<file path="config.mk">
export PLATFORM = sky130hd
export DESIGN_NAME = alarm_module
export DESIGN_NICKNAME = d
export VERILOG_FILES = /design/src/rtl/alarm_module.sv
export SDC_FILE = /design/constraint.sdc
export NUM_CORES = 1
export LEC_CHECK = 0
export ABC_AREA = 1
export ABC_CLOCK_PERIOD_IN_PS = 1630
export BUFFER_PORTS_ARGS = -buffer_cell sky130_fd_sc_hd__buf_2
export CAP_MARGIN = 20
export CELL_PAD_IN_SITES_DETAIL_PLACEMENT = 2
export CELL_PAD_IN_SITES_GLOBAL_PLACEMENT = 2
export CORE_ASPECT_RATIO = 1.2
export CORE_MARGIN = 3
export CORE_UTILIZATION = 30
export CTS_CLUSTER_SIZE = 30
export DETAILED_ROUTE_END_ITERATION = 16
export GPL_TIMING_DRIVEN = 0
export PLACE_DENSITY_LB_ADDON = 0.1
export SKIP_CTS_REPAIR_TIMING = 1
export SLEW_MARGIN = 20
export SYNTH_ARGS = -nofsm -noshare
export SYNTH_HDL_FRONTEND = slang
export SYNTH_SLANG_ARGS = --single-unit
</file>
<file path="constraint.sdc">
create_clock -name clk -period 1.63 [get_ports clk]
set_clock_uncertainty 0.15 [all_clocks]
set_input_delay 0.326 -clock clk [delete_from_list [all_inputs] [get_ports clk]]
set_output_delay 0.326 -clock clk [all_outputs]
set_load 0.05 [all_outputs]
</file>
<file path="src/rtl/alarm_module.sv">
// Alarm stage behind clockWork: one programmable hh:mm alarm with snooze, stop and ring timeout.
// Optional beep output is enabled with the ALARM_BEEP_EN macro.
module alarm_module #(
   parameter int SNOOZE_MIN       = 5,
   parameter int RING_TIMEOUT_MIN = 10
) (
   input  logic        clk,
   input  logic        rst,
   input  logic [16:0] time_in,
   input  logic [10:0] alarm_in,
   input  logic        alarm_ow,
   input  logic        arm,
   input  logic        snooze,
   input  logic        stop,
   output logic [10:0] alarm_out,
   output logic        ringing,
`ifdef ALARM_BEEP_EN
   output logic        beep,
`endif
   output logic        snoozed
);

   typedef enum logic [1:0] {IDLE, ARMED, RINGING, SNOOZED} state_t;

   state_t      state, state_nxt;
   logic [16:0] time_prev;
   logic [10:0] snz_target, snz_calc;
   logic [5:0]  cnt;
   logic [6:0]  snz_sum;
   logic [4:0]  snz_hr;
   logic [5:0]  snz_min;
   logic        new_sec, min_tick, wr_ok, hit_alarm, hit_snz, timeout;

   assign new_sec   = (time_in != time_prev);
   assign min_tick  = new_sec && (time_in[5:0] == 6'd0);
   assign wr_ok     = alarm_ow && (alarm_in[10:6] <= 5'd23) && (alarm_in[5:0] <= 6'd59);
   assign hit_alarm = min_tick && (time_in[16:6] == alarm_out);
   assign hit_snz   = min_tick && (time_in[16:6] == snz_target);
   // The entry tick is not counted, so the tick that would make the count reach the limit ends ringing.
   assign timeout   = min_tick && (cnt >= 6'(RING_TIMEOUT_MIN - 1));

   // Snooze target: minute wraps at 60 carrying into the hour, hour wraps at 24.
   always_comb begin
      snz_sum = {1'b0, time_in[11:6]} + 7'(SNOOZE_MIN);
      snz_hr  = time_in[16:12];
      snz_min = snz_sum[5:0];
      if (snz_sum >= 7'd60) begin
         snz_min = 6'(snz_sum - 7'd60);
         snz_hr  = (time_in[16:12] >= 5'd23) ? 5'd0 : time_in[16:12] + 5'd1;
      end
      snz_calc = {snz_hr, snz_min};
   end

   always_comb begin
      state_nxt = state;
      if (!arm)
         state_nxt = IDLE;
      else if (wr_ok)
         state_nxt = ARMED;
      else begin
         case (state)
            IDLE:    state_nxt = ARMED;
            ARMED:   if (hit_alarm) state_nxt = RINGING;
            RINGING: begin
               if (stop)         state_nxt = ARMED;
               else if (snooze)  state_nxt = SNOOZED;
               else if (timeout) state_nxt = ARMED;
            end
            SNOOZED: begin
               if (stop)         state_nxt = ARMED;
               else if (hit_snz) state_nxt = RINGING;
            end
            default: state_nxt = IDLE;
         endcase
      end
   end

   always_ff @(posedge clk or posedge rst) begin
      if (rst) begin
         state      <= IDLE;
         ringing    <= 1'b0;
         snoozed    <= 1'b0;
         alarm_out  <= 11'd0;
         time_prev  <= 17'd0;
         snz_target <= 11'd0;
         cnt        <= 6'd0;
`ifdef ALARM_BEEP_EN
         beep       <= 1'b0;
`endif
      end else begin
         state     <= state_nxt;
         ringing   <= (state_nxt == RINGING);
         snoozed   <= (state_nxt == SNOOZED);
         time_prev <= time_in;
`ifdef ALARM_BEEP_EN
         beep      <= (state_nxt == RINGING) && time_in[0];
`endif
         if (wr_ok)
            alarm_out <= alarm_in;
         if (state == RINGING && state_nxt == SNOOZED)
            snz_target <= snz_calc;
         if (state_nxt == RINGING && state != RINGING)
            cnt <= 6'd0;
         else if (state == RINGING && min_tick && cnt != 6'h3f)
            cnt <= cnt + 6'd1;
      end
   end

endmodule

</file>
==> impl_results.html <==
<table>
<tr><th>Metric</th><th>Value</th></tr>
<tr><th colspan="2">Detailed routing</th></tr>
<tr><td>Wirelength, routed</td><td>9380 um</td></tr>
<tr><td>Number of iterations in the first detailed-routing pass</td><td>4</td></tr>
<tr><td>Final antenna-violating net count</td><td>0</td></tr>
<tr><td>Detail-routed net length per standard cell</td><td>16.1 um</td></tr>
<tr><td>Drt initial violations</td><td>55</td></tr>
<tr><td>Vias after detailed routing</td><td>2767</td></tr>
<tr><td>Remaining DRCs</td><td>0</td></tr>
<tr><td>Ratio of routed vias to standard cells</td><td>4.76</td></tr>
<tr><th colspan="2">Layout</th></tr>
<tr><td>Synth-to-layout area growth</td><td>32.3%</td></tr>
<tr><td>Fill cell instance count of the final layout</td><td>1122</td></tr>
<tr><td>Fin cells</td><td>581</td></tr>
<tr><td>Final layout net count</td><td>497</td></tr>
<tr><td>Sequential cell area</td><td>1240 um2</td></tr>
<tr><td>Post-route core utilization</td><td>41.1%</td></tr>
<tr><td>Most frequent standard cell in the layout excluding fill and tap cells</td><td>nand2_1</td></tr>
<tr><td>Number of inserted diodes</td><td>0</td></tr>
<tr><td>Multi-input combinational cell area</td><td>1700 um2</td></tr>
<tr><td>Commonest cells after routing, fill and taps aside</td><td>99 x nand2_1, 46 x buf_2, 38 x dfrtp_1</td></tr>
<tr><td>Share of cells above drive strength 1</td><td>39.1%</td></tr>
<tr><th colspan="2">Clock tree</th></tr>
<tr><td>Number of buffers on the longest clock path</td><td>2</td></tr>
<tr><td>CTS H-Tree Depth</td><td>2</td></tr>
<tr><td>Inserted Clock Buffers</td><td>5</td></tr>
<tr><td>Sink count of the clock tree</td><td>49</td></tr>
<tr><td>Later-pin clock latency in the skew report</td><td>0.30 ns</td></tr>
<tr><td>TritonCTS clock tree</td><td>built</td></tr>
<tr><td>Cell at the root of the clock tree</td><td>clkbuf_16</td></tr>
<tr><td>Clock slew at reported path FFs</td><td>0.07 ns</td></tr>
<tr><th colspan="2">Status</th></tr>
<tr><td>Result of the run</td><td>complete, but fails checks</td></tr>
<tr><td>Violations in the final reports</td><td>negative hold slack, negative setup slack</td></tr>
<tr><th colspan="2">Setup path</th></tr>
<tr><td>Data arrival at the endpoint of the critical path</td><td>2.12 ns</td></tr>
<tr><td>Critical-path cell with the highest stage delay</td><td>dfrtp_2</td></tr>
<tr><td>Crit path launch type</td><td>register</td></tr>
<tr><td>Critical Path, Cell by Cell</td><td>xnor2_1 &gt; nand2_1 &gt; nor2_2 &gt; nand2_2 &gt; nor2_4 &gt; nand3_4 &gt; a21oi_4 &gt; nand3_4 &gt; nor2_4 &gt; nand2_4 &gt; nand2_1 &gt; inv_1</td></tr>
<tr><td>Crit end category</td><td>register</td></tr>
<tr><td>Max FO, Critical Path</td><td>5</td></tr>
<tr><td>Crit path kind</td><td>register to register</td></tr>
<tr><td>CP max stage delay</td><td>0.41 ns</td></tr>
<tr><td>Required time worst endpoint</td><td>1.67 ns</td></tr>
<tr><th colspan="2">Logic synthesis</th></tr>
<tr><td>Average instance area after synthesis</td><td>7.73 um2</td></tr>
<tr><td>Synthesized cell area</td><td>2990 um2</td></tr>
<tr><td>Share of Yosys cell area claimed by the top area cell type</td><td>41.1%</td></tr>
<tr><td>Seq/Total Area, Yosys</td><td>41.1%</td></tr>
<tr><td>Number of distinct library cells after synthesis</td><td>33</td></tr>
<tr><td>Synth top area cells</td><td>dfrtp_1 41%, nand2_1 15%, inv_1 5.7%</td></tr>
<tr><td>Ys Warns</td><td>0</td></tr>
<tr><td>Total nets after synthesis</td><td>426</td></tr>
<tr><td>Post-synth top area cell</td><td>dfrtp_1</td></tr>
<tr><td>Post-synthesis register bit count</td><td>49</td></tr>
<tr><td>Cells after Synth</td><td>386</td></tr>
<tr><th colspan="2">Timing</th></tr>
<tr><td>Max_slew headroom</td><td>56.5%</td></tr>
<tr><td>Setup-violating endpoint count in the final report</td><td>21</td></tr>
<tr><td>Time the worst path needs with I/O delays and setup</td><td>2.08 ns</td></tr>
<tr><td>PnR worst setup slack</td><td>-0.451 ns</td></tr>
<tr><td>Transition at the pin with the smallest max-transition slack</td><td>0.651 ns</td></tr>
<tr><td>Maximum operating frequency</td><td>0.481 GHz</td></tr>
<tr><td>RSZ-0062 raised after global routing</td><td>true</td></tr>
<tr><td>Count of pins over their slew limit</td><td>0</td></tr>
<tr><td>Hold Worst Slack</td><td>-0.0414 ns</td></tr>
<tr><td>Final number of hold-violating endpoints</td><td>25</td></tr>
<tr><td>Period utilisation layout</td><td>128%</td></tr>
<tr><th colspan="2">Placement</th></tr>
<tr><td>I/O Buffers</td><td>46</td></tr>
<tr><td>Final weighted congestion of routability-driven global placement</td><td>0.792</td></tr>
<tr><td>Total instance count after detailed placement</td><td>556</td></tr>
<tr><td>DP HPWL</td><td>6900 um</td></tr>
<tr><th colspan="2">Global route</th></tr>
<tr><td>Total gr overflow</td><td>0</td></tr>
<tr><td>Antenna violations before repair</td><td>0</td></tr>
<tr><td>Overall track demand over capacity in global routing</td><td>16.7%</td></tr>
<tr><td>Largest net degree at the start of global routing</td><td>27</td></tr>
<tr><td>Vias in the first global route</td><td>3013</td></tr>
<tr><td>First-pass GRT wire length</td><td>14900 um</td></tr>
<tr><th colspan="2">Floorplanning</th></tr>
<tr><td>Die width</td><td>97.1 um</td></tr>
<tr><td>Initial Utilization</td><td>31.1%</td></tr>
<tr><td>Site Rows</td><td>39</td></tr>
<tr><td>Top-Level Pins</td><td>47</td></tr>
<tr><td>CORE AREA</td><td>9610 um2</td></tr>
<tr><td>Full die area</td><td>11200 um2</td></tr>
<tr><td>Height of the die</td><td>115 um</td></tr>
<tr><th colspan="2">Power and ir drop</th></tr>
<tr><td>Total chip power</td><td>0.00317 W</td></tr>
<tr><td>VDD IR-drop max</td><td>378 uV</td></tr>
<tr><td>P_leak</td><td>1.98 nW</td></tr>
<tr><td>Power density relative to cell area</td><td>802 nW/um2</td></tr>
<tr><th colspan="2">Hold path</th></tr>
<tr><td>Path type of the worst min-delay path</td><td>input port to asynchronous set/reset pin</td></tr>
<tr><th colspan="2">Run</th></tr>
<tr><td>Max-capacitance violation count</td><td>0</td></tr>
</table>
-- routing by layer --
layer	vias up	wire, um	track usage, %
li1	1350	-	-
met1	1378	3930	18.3
met2	30	5120	33.2
met3	9	198	2.43
met4	0	133	5.06
met5	-	0	0
-- Yosys cell counts --
cell      number
or2_1          1
nor3b_1        1
buf_4          4
buf_6          1
a31oi_1        3
o21bai_2       1
dfrtp_1       49
nand2_2        4
xnor2_1       18
buf_1          2
nand2_4        1
or2_0          1
inv_2         10
nand3_1       21
and2_1         1
mux2_2         9
nor3_2         1
nand4_1       23
a21oi_4        1
or2_2          3
xor2_1         9
o21ai_0        3
nor2_2         1
nor3_1         2
nand3_2        4
buf_2          5
o21ai_1        1
a21oi_1        5
nor2_1        29
ha_1           6
nand2_1      119
inv_1         45
nor2_4         2
-- worst paths after layout --
check	from	endpoint	slack (ns)	cells after the start
hold / removal	rst	alarm_out[1]	-0.04	2
setup reg to reg	alarm_out[2]	cnt[4]	-0.45	12
min in group clk	time_in[10]	time_prev[10]	0	1
max in group asynchronous	rst	alarm_out[7]	0.83	3
setup / recovery	alarm_out[2]	cnt[4]	-0.45	12
hold reg to reg	snz_target[7]	snz_target[7]	0.35	2
-- cell families (layout without fill, tap and decap cells) --
kind of cell	count (synthesis)	in the layout	share of synthesized area [%]
muxes	9	9	3.39
adders and majority gates	6	6	2.51
AOI/OAI and AO/OA	14	14	3.06
and+or+nand+nor	214	214	32.6
xor gates and xnor gates	27	27	7.92
buffers and inverters	67	139	9.39
DFF	49	49	41.1
-- where the power goes --
group	leakage, nW	total, W	internal [W]	switching, W
logic	1.31	0.000730	0.000271	0.000459
registers	0.600	0.00134	0.00128	0.0000516
clock network	0.0701	0.00110	0.000613	0.000489
total	1.98	0.00317	0.00217	0.000999
-- state kept, by name (all words and copies together), names as in the netlist --
signal	count
time_prev	17
alarm_out	11
snz_target	11
cnt	6
state	2
ringing	1
snoozed	1
-- cell type report --
cell class / instances / area share [%]
Clock buffer: 7 / 3.61
Timing Repair Buffer: 64 / 9.85
Inverter: 55 / 5.45
Clock inverter: 1 / 0.190
Tap cell: 123 / 3.90
Multi-Input combinational cell: 270 / 43.0
Buffer: 12 / 2.63
Sequential cell: 49 / 31.4
-- stage by stage --
step | setup WS (ns) | setup TNS [ns] | cell area [um2]
6_report | -0.451 | -7.82 | 3950
3_5_place_dp | -0.748 | -15.76 | 3480
4_1_cts | -0.516 | -9.11 | 3630
5_1_grt | -0.603 | -10.89 | 3950
2_1_floorplan | -0.298 | -4.78 | 3070
3_3_place_gp | -0.723 | -14.69 | 3460
-- worst max-delay path: cells and delay by family (launching register included) --
family                 cells  cell delay (ns)
AO/OA/AOI/OAI              1             0.22
AND/OR/NAND/NOR            9             0.98
flip-flops                 1             0.41
XOR/XNOR                   1             0.16
buffers and inverters      1             0.04
(Power assumes the default switching activity.)
